`src/rtl/mb8_word_master_if.sv`:
```
// mb8_io: 8-bit byte-memory bus. The master drives the write enable, the byte
// address and the write byte. The slave returns the read byte one cycle after
// the address is presented.
interface mb8_io #(
   parameter int ASZ = 17
) ();
   logic           we;
   logic [ASZ-1:0] ai;
   logic [7:0]     vi;
   logic [7:0]     vo;

   modport master (output we, output ai, output vi, input vo);
   modport slave  (input we, input ai, input vi, output vo);
endinterface

```
`src/rtl/mb8_word_master.sv`:
```
// mb8_word_master: turns one 32-bit word access into four sequential byte
// accesses on the mb8_io bus.
// - Bytes are little-endian: byte 0 sits at the lowest address.
// - Reads allow for the one-cycle read latency of the byte memory.
// - Byte addresses wrap modulo 2^ASZ.
module mb8_word_master #(
   parameter int ASZ = 17
) (
   input  logic           clk,
   input  logic           rst,
   input  logic           req,
   input  logic           we,
   input  logic [ASZ-1:0] addr,
   input  logic [31:0]    wdata,
   output logic [31:0]    rdata,
   output logic           busy,
   output logic           done,
   mb8_io.master          b8_if
);

   localparam logic [1:0] IDLE = 2'd0;
   localparam logic [1:0] RD   = 2'd1;
   localparam logic [1:0] WR   = 2'd2;

   logic [1:0]     state;
   logic [2:0]     cnt;
   logic [ASZ-1:0] addr_q;
   logic [31:0]    wdata_q;
   logic           bus_we;
   logic [1:0]     offs;

   // Sequencer: accepts a request in IDLE, then steps cnt through the byte
   // slots. rdata, busy, done and the bus write enable are all registered.
   always_ff @(posedge clk or posedge rst) begin
      if (rst) begin
         state   <= IDLE;
         cnt     <= '0;
         addr_q  <= '0;
         wdata_q <= '0;
         rdata   <= '0;
         busy    <= 1'b0;
         done    <= 1'b0;
         bus_we  <= 1'b0;
      end else begin
         done <= 1'b0;
         case (state)
            IDLE: begin
               if (req) begin
                  addr_q  <= addr;
                  wdata_q <= wdata;
                  cnt     <= '0;
                  busy    <= 1'b1;
                  if (we) begin
                     state  <= WR;
                     bus_we <= 1'b1;
                  end else begin
                     state  <= RD;
                  end
               end
            end
            RD: begin
               // The memory returns the byte addressed in slot cnt-1, so
               // slot cnt captures that byte into lane cnt-1.
               case (cnt)
                  3'd1:    rdata[7:0]   <= b8_if.vo;
                  3'd2:    rdata[15:8]  <= b8_if.vo;
                  3'd3:    rdata[23:16] <= b8_if.vo;
                  3'd4:    rdata[31:24] <= b8_if.vo;
                  default: ;
               endcase
               if (cnt == 3'd4) begin
                  state <= IDLE;
                  busy  <= 1'b0;
                  done  <= 1'b1;
               end else begin
                  cnt <= cnt + 3'd1;
               end
            end
            WR: begin
               if (cnt == 3'd3) begin
                  state  <= IDLE;
                  busy   <= 1'b0;
                  bus_we <= 1'b0;
                  done   <= 1'b1;
               end else begin
                  cnt <= cnt + 3'd1;
               end
            end
            default: begin
               state  <= IDLE;
               busy   <= 1'b0;
               bus_we <= 1'b0;
            end
         endcase
      end
   end

   // Byte offset for the address and write-lane mux.
   // - cnt is left at its final value in IDLE, and the offset saturates at 3.
   // - So the last address stays on the bus between accesses without an
   //   extra holding register.
   // - This also covers the RD slot cnt=4, which keeps addr+3 on the bus.
   always_comb begin
      offs = (cnt > 3'd3) ? 2'd3 : cnt[1:0];
   end

   // Bus address and write byte, muxed from the latched request.
   always_comb begin
      b8_if.ai = addr_q + {{(ASZ-2){1'b0}}, offs};
      case (offs)
         2'd0:    b8_if.vi = wdata_q[7:0];
         2'd1:    b8_if.vi = wdata_q[15:8];
         2'd2:    b8_if.vi = wdata_q[23:16];
         default: b8_if.vi = wdata_q[31:24];
      endcase
   end

   assign b8_if.we = bus_we;

   // Structural invariants of the sequencer.
   a_done_idle : assert property (@(posedge clk) disable iff (rst) done |-> !busy);
   a_we_busy   : assert property (@(posedge clk) disable iff (rst) b8_if.we |-> busy);

endmodule

```
`src/flat_wrapper.sv`:
```
// flat-port wrapper written by rule: the top's interface ports become plain ports
module mb8_word_master_flat 
#(
   parameter int ASZ = 17
)
  (clk, rst, req, we, addr, wdata, rdata, busy, done, b8_if_we, b8_if_ai, b8_if_vi, b8_if_vo);
  mb8_io #(.ASZ(ASZ)) b8_if_i ();
  input  logic clk;
  input  logic rst;
  input  logic req;
  input  logic we;
  input  logic [ASZ-1:0] addr;
  input  logic [31:0] wdata;
  output logic [31:0] rdata;
  output logic busy;
  output logic done;
  output wire logic [$bits(b8_if_i.we)-1:0] b8_if_we;
  output wire logic [$bits(b8_if_i.ai)-1:0] b8_if_ai;
  output wire logic [$bits(b8_if_i.vi)-1:0] b8_if_vi;
  input wire logic [$bits(b8_if_i.vo)-1:0] b8_if_vo;
  assign b8_if_we = b8_if_i.we;
  assign b8_if_ai = b8_if_i.ai;
  assign b8_if_vi = b8_if_i.vi;
  assign b8_if_i.vo = b8_if_vo;
  mb8_word_master #(.ASZ(ASZ)) u_core (.clk(clk), .rst(rst), .req(req), .we(we), .addr(addr), .wdata(wdata), .rdata(rdata), .busy(busy), .done(done), .b8_if(b8_if_i));
endmodule
```
`config.mk`:
```
export PLATFORM = sky130hd
export DESIGN_NAME = mb8_word_master_flat
export DESIGN_NICKNAME = d
export VERILOG_FILES = /design/src/rtl/mb8_word_master_if.sv /design/src/rtl/mb8_word_master.sv /design/src/flat_wrapper.sv
export SDC_FILE = /design/constraint.sdc
export NUM_CORES = 1
export LEC_CHECK = 0
export CORE_UTILIZATION = 48
export CTS_BUF_LIST = sky130_fd_sc_hd__clkbuf_8
export DETAILED_ROUTE_END_ITERATION = 12
export GPL_TIMING_DRIVEN = 1
export HOLD_SLACK_MARGIN = 0.02
export PLACE_DENSITY = 0.81
export SYNTH_ARGS = -nofsm -noshare
export SYNTH_HDL_FRONTEND = slang
export SYNTH_SLANG_ARGS = --single-unit
```
`constraint.sdc`:
```
create_clock -name clk -period 3.6 [get_ports clk]
set_clock_uncertainty 0.15 [all_clocks]
set_input_delay 0.72 -clock clk [delete_from_list [all_inputs] [get_ports clk]]
set_output_delay 0.72 -clock clk [all_outputs]
set_load 0.02 [all_outputs]
```
==> results.py <==
metrics = {
    "critical_path": {
        "critPathRequiredTime_ns": 2.73,
        "cp_startpoint_kind": "register",
        "largest_stage_delay_on_the_critical_path_ns": 0.39,
        "critical-path-top-delay-family": "adder cells",
        "cp_data_arrival_time_ns": 2.55,
        "timing.critical_path.fanout_max": 5,
        "critPathMostFrequentCell": "sky130_fd_sc_hd__ha_1",
        "worst-setup-path-type": "register to output port",
        "critical-path-slowest-cell": "sky130_fd_sc_hd__dfrtp_1",
        "cp.buffers_inverters": 1,
        "worstSetupEndpointType": "output port",
        "timing.critical_path.cells": "ha_1 -> ha_1 -> o21ai_2 -> fa_1 -> nand2_1 -> nor3_4 -> nand4_1 -> xnor2_1 -> dlygate4sd2_1",
    },
    "detailed_routing": {
        "drt-wirelength-per-cell_um": 15.9,
        "totalWireLength_mm": 8.63,
        "via_per_inst": 5.19,
        "remaining_drc_errors": 0,
        "first_iter_violations": 63,
        "route.antenna.remaining_nets": 0,
        "detailedRoute.firstPassIterationCount": 5,
        "routed-via-count": 2821,
    },
    "sta": {
        "layout_worst_path_cycle_share": 0.950,
        "rsz_0062_raised_after_global_routing": "false",
        "finalSetupTns_ns": 0,
        "final.hold.worst_slack_ns": 0.358,
        "maxClockFrequency_ghz": 0.292,
        "worst_slew_pin_tran_ns": 0.889,
        "post-route-worst-setup-slack_ns": 0.179,
        "slew_headroom": 0.407,
        "finalSetupViolCount": 0,
        "maxSlewViolCount": 0,
        "final-hold-violation-count": 0,
        "post-route-min-period_ns": 3.42,
    },
    "cts": {
        "cts_inserted_buffers": 9,
        "clock_input_transition_at_the_sequential_cells_of_the_worst_setup_and_hold_paths_ns": 0.08,
        "clock_path_buffers": 2,
        "insertion_delay_ns": 0.34,
        "cts.sinks": 89,
        "tritoncts": "done",
        "clock-root-buffer": "sky130_fd_sc_hd__clkbuf_8",
        "cts.htree.levels": 3,
    },
    "die": {
        "design.die.area_sq_mm": 0.00887,
        "start_util": 0.496,
        "row_count": 33,
        "design.core.area_sq_mm": 0.00822,
        "die_height_um": 94.2,
        "fp.dieW_um": 94.2,
        "top_level_ports": 121,
    },
    "placed_design": {
        "dp_cells": 531,
        "detailedPlacementHpwl_mm": 6.27,
        "place_congestion": 0.772,
        "io_buffers": 120,
        "place_worst_setup_slack_ns": 0.0366,
    },
    "synthesis": {
        "synthesis.nets": 379,
        "cell_type_contributing_the_most_total_cell_area_after_synthesis": "sky130_fd_sc_hd__dfrtp_1",
        "syn_inst_count": 306,
        "yosys-top-cells-area": "sky130_fd_sc_hd__dfrtp_1, sky130_fd_sc_hd__mux2_2, sky130_fd_sc_hd__ha_1, sky130_fd_sc_hd__xnor2_1, sky130_fd_sc_hd__mux2i_1",
        "synth_enable_flop_cells": 0,
        "synth.top_cell.area_share": 0.546,
        "postSynthAreaPerCell_sq_um": 13.3,
        "post_synth_instance_area_sq_mm": 0.00408,
        "synth-warning-count": 0,
        "synth-seq-area-share": 0.546,
        "prevailing_post_synth_register_cell": "sky130_fd_sc_hd__dfrtp_1",
        "number_of_flip_flops_and_latches_in_the_synthesized_netlist": 89,
        "synth.lib_cells_used.distinct": 34,
        "asyncSetResetFlopFracSynth": 1.00,
    },
    "hold_path": {
        "hold_class": "register to register",
    },
    "final_layout": {
        "layout.nets": 510,
        "final_common_cell": "sky130_fd_sc_hd__clkdlybuf4s50_1",
        "mostFrequentLayoutCells": "sky130_fd_sc_hd__clkdlybuf4s50_1, sky130_fd_sc_hd__dfrtp_1, sky130_fd_sc_hd__mux2_2",
        "final_cells": 544,
        "antennaDiodeCount": 0,
        "area.growth.synth_to_final_pct": 37.6,
        "num-fill-cells": 632,
        "final_layout_size_suffix_gt1_frac": 0.267,
    },
    "power_and_ir_drop": {
        "pwr_per_cell_area_mw_per_mm2": 931,
        "clock_network_fraction_of_total_power": 0.120,
        "netSwitchingFraction": 0.381,
        "seq_power_share": 0.351,
        "leakage_nw": 2.35,
        "power_frac_comb": 0.528,
        "ir_drop_mv": 0.650,
        "intPower_mw": 3.23,
        "p_sw_mw": 1.99,
    },
    "run_status": {
        "run_status": "finished clean",
    },
    "global_routing": {
        "grt_start_max_net_pins": 53,
        "global_route_wire_length_before_repair_mm": 14.1,
        "grt_util_all_layers": 0.208,
        "antenna_found_initial": 0,
        "first_global_vias": 2899,
        "grt.overflow.total": 0,
    },
    "run": {
        "max_cap_viol_count": 0,
    },
}
==> power groups by stage <==
stage / sequential (mW) / clock [mW] / combinational [mW]
after floorplan: 2.02 / 0 / 1.45
after global placement: 1.81 / 0 / 2.78
after detailed placement: 1.85 / 0 / 2.84
after CTS: 1.83 / 0.647 / 2.79
after global routing: 1.90 / 0.686 / 2.97
final: 1.83 / 0.627 / 2.76
==> metrics by stage <==
step,instance area (sq um),utilization,total power [mW]
after floorplan,4080,-,3.47
final,5610,0.683,5.22
after detailed placement,5440,0.662,4.68
after global routing,5610,0.683,5.56
after global placement,5440,0.662,4.59
after CTS,5600,0.682,5.27
==> per-layer routing <==
metal / up-vias / routed length, um / global-route usage
li1: 1335 / - / -
met4: 0 / 66 / 0.0628
met1: 1400 / 3750 / 0.267
met3: 8 / 430 / 0.0429
met2: 78 / 4390 / 0.351
met5: - / 0 / 0
==> path summary, 6_finish.rpt <==
path / start / endpoint / slack [ns] / cells past startpoint
worst max-delay path: u_core.cnt[0]$_DFFE_PP0P_ / b8_if_ai[16] / 0.18 / 9
worst min-delay path: u_core.wdata_q[2]$_DFFE_PP0P_ / u_core.wdata_q[2]$_DFFE_PP0P_ / 0.36 / 1
worst max register to register: u_core.cnt[1]$_DFFE_PP0P_ / u_core.cnt[1]$_DFFE_PP0P_ / 1.52 / 7
worst min register to register: u_core.wdata_q[2]$_DFFE_PP0P_ / u_core.wdata_q[2]$_DFFE_PP0P_ / 0.36 / 1
max in group asynchronous: rst / u_core.wdata_q[3]$_DFFE_PP0P_ / 1.90 / 3
min in group asynchronous: rst / u_core.wdata_q[11]$_DFFE_PP0P_ / 0.73 / 2
==> synthesized netlist by cell type, types with 3 or more instances <==
cell type and n:
sky130_fd_sc_hd__o21ai_0 14, sky130_fd_sc_hd__nand2_1 16, sky130_fd_sc_hd__nor2_1 11, sky130_fd_sc_hd__ha_1 11
sky130_fd_sc_hd__nand3_1 8, sky130_fd_sc_hd__xnor2_1 11, sky130_fd_sc_hd__a21oi_1 11, sky130_fd_sc_hd__nand2_2 3
sky130_fd_sc_hd__buf_2 7, sky130_fd_sc_hd__xor2_1 4, sky130_fd_sc_hd__mux2_2 82, sky130_fd_sc_hd__inv_1 7
sky130_fd_sc_hd__mux2i_1 7, sky130_fd_sc_hd__dfrtp_1 89
==> flip-flops by register name, indices dropped and copies added (netlist names) <==
register / count
u_core.rdata: 32
u_core.wdata_q: 32
u_core.addr_q: 17
u_core.cnt: 3
u_core.state: 2
u_core.b8_if.we: 1
u_core.busy: 1
u_core.done: 1
==> cell families (layout without fill, tap and decap cells) <==
kind of cell	after synthesis	after routing	share of synthesized area
and+or+nand+nor	57	57	0.0826
adders and majority gates	12	12	0.0387
muxes	89	89	0.244
AOI/OAI and AO/OA	28	28	0.0378
xor gates and xnor gates	15	15	0.0322
buffers and inverters	16	149	0.0187
DFF	89	89	0.546
==> cell type report <==
type | instances | area [sq um] | area share
multi-input cells | 201 | 1780 | 0.318
flip-flops and latches | 89 | 2230 | 0.397
clock inverters | 4 | 47.5 | 0.00848
clock buffers | 9 | 124 | 0.0221
well taps | 105 | 131 | 0.0234
repair buffers | 129 | 1270 | 0.226
inverters | 7 | 27.5 | 0.00491
==> worst register-to-register path, delay by kind of cell (launching register included) <==
family / cells / cell delay (ns)
adder cells (fa/ha/maj): 1 / 0.21
AO/OA/AOI/OAI: 1 / 0.09
buffers and inverters: 2 / 0.37
flip-flops: 1 / 0.40
AND/OR/NAND/NOR: 3 / 0.73
==> what timing repair did <==
| action | 4_1_cts | 5_1_grt |
|---|---|---|
| buffers inserted | 0 | 0 |
| endpoints found under the hold margin | 0 | 0 |
| resized for setup | 16 | 3 |
| endpoints found under the setup margin | 14 | 11 |
| hold buffers | 0 | 0 |
| pin swaps | 0 | 2 |
Power figures use the tool's default switching activity.
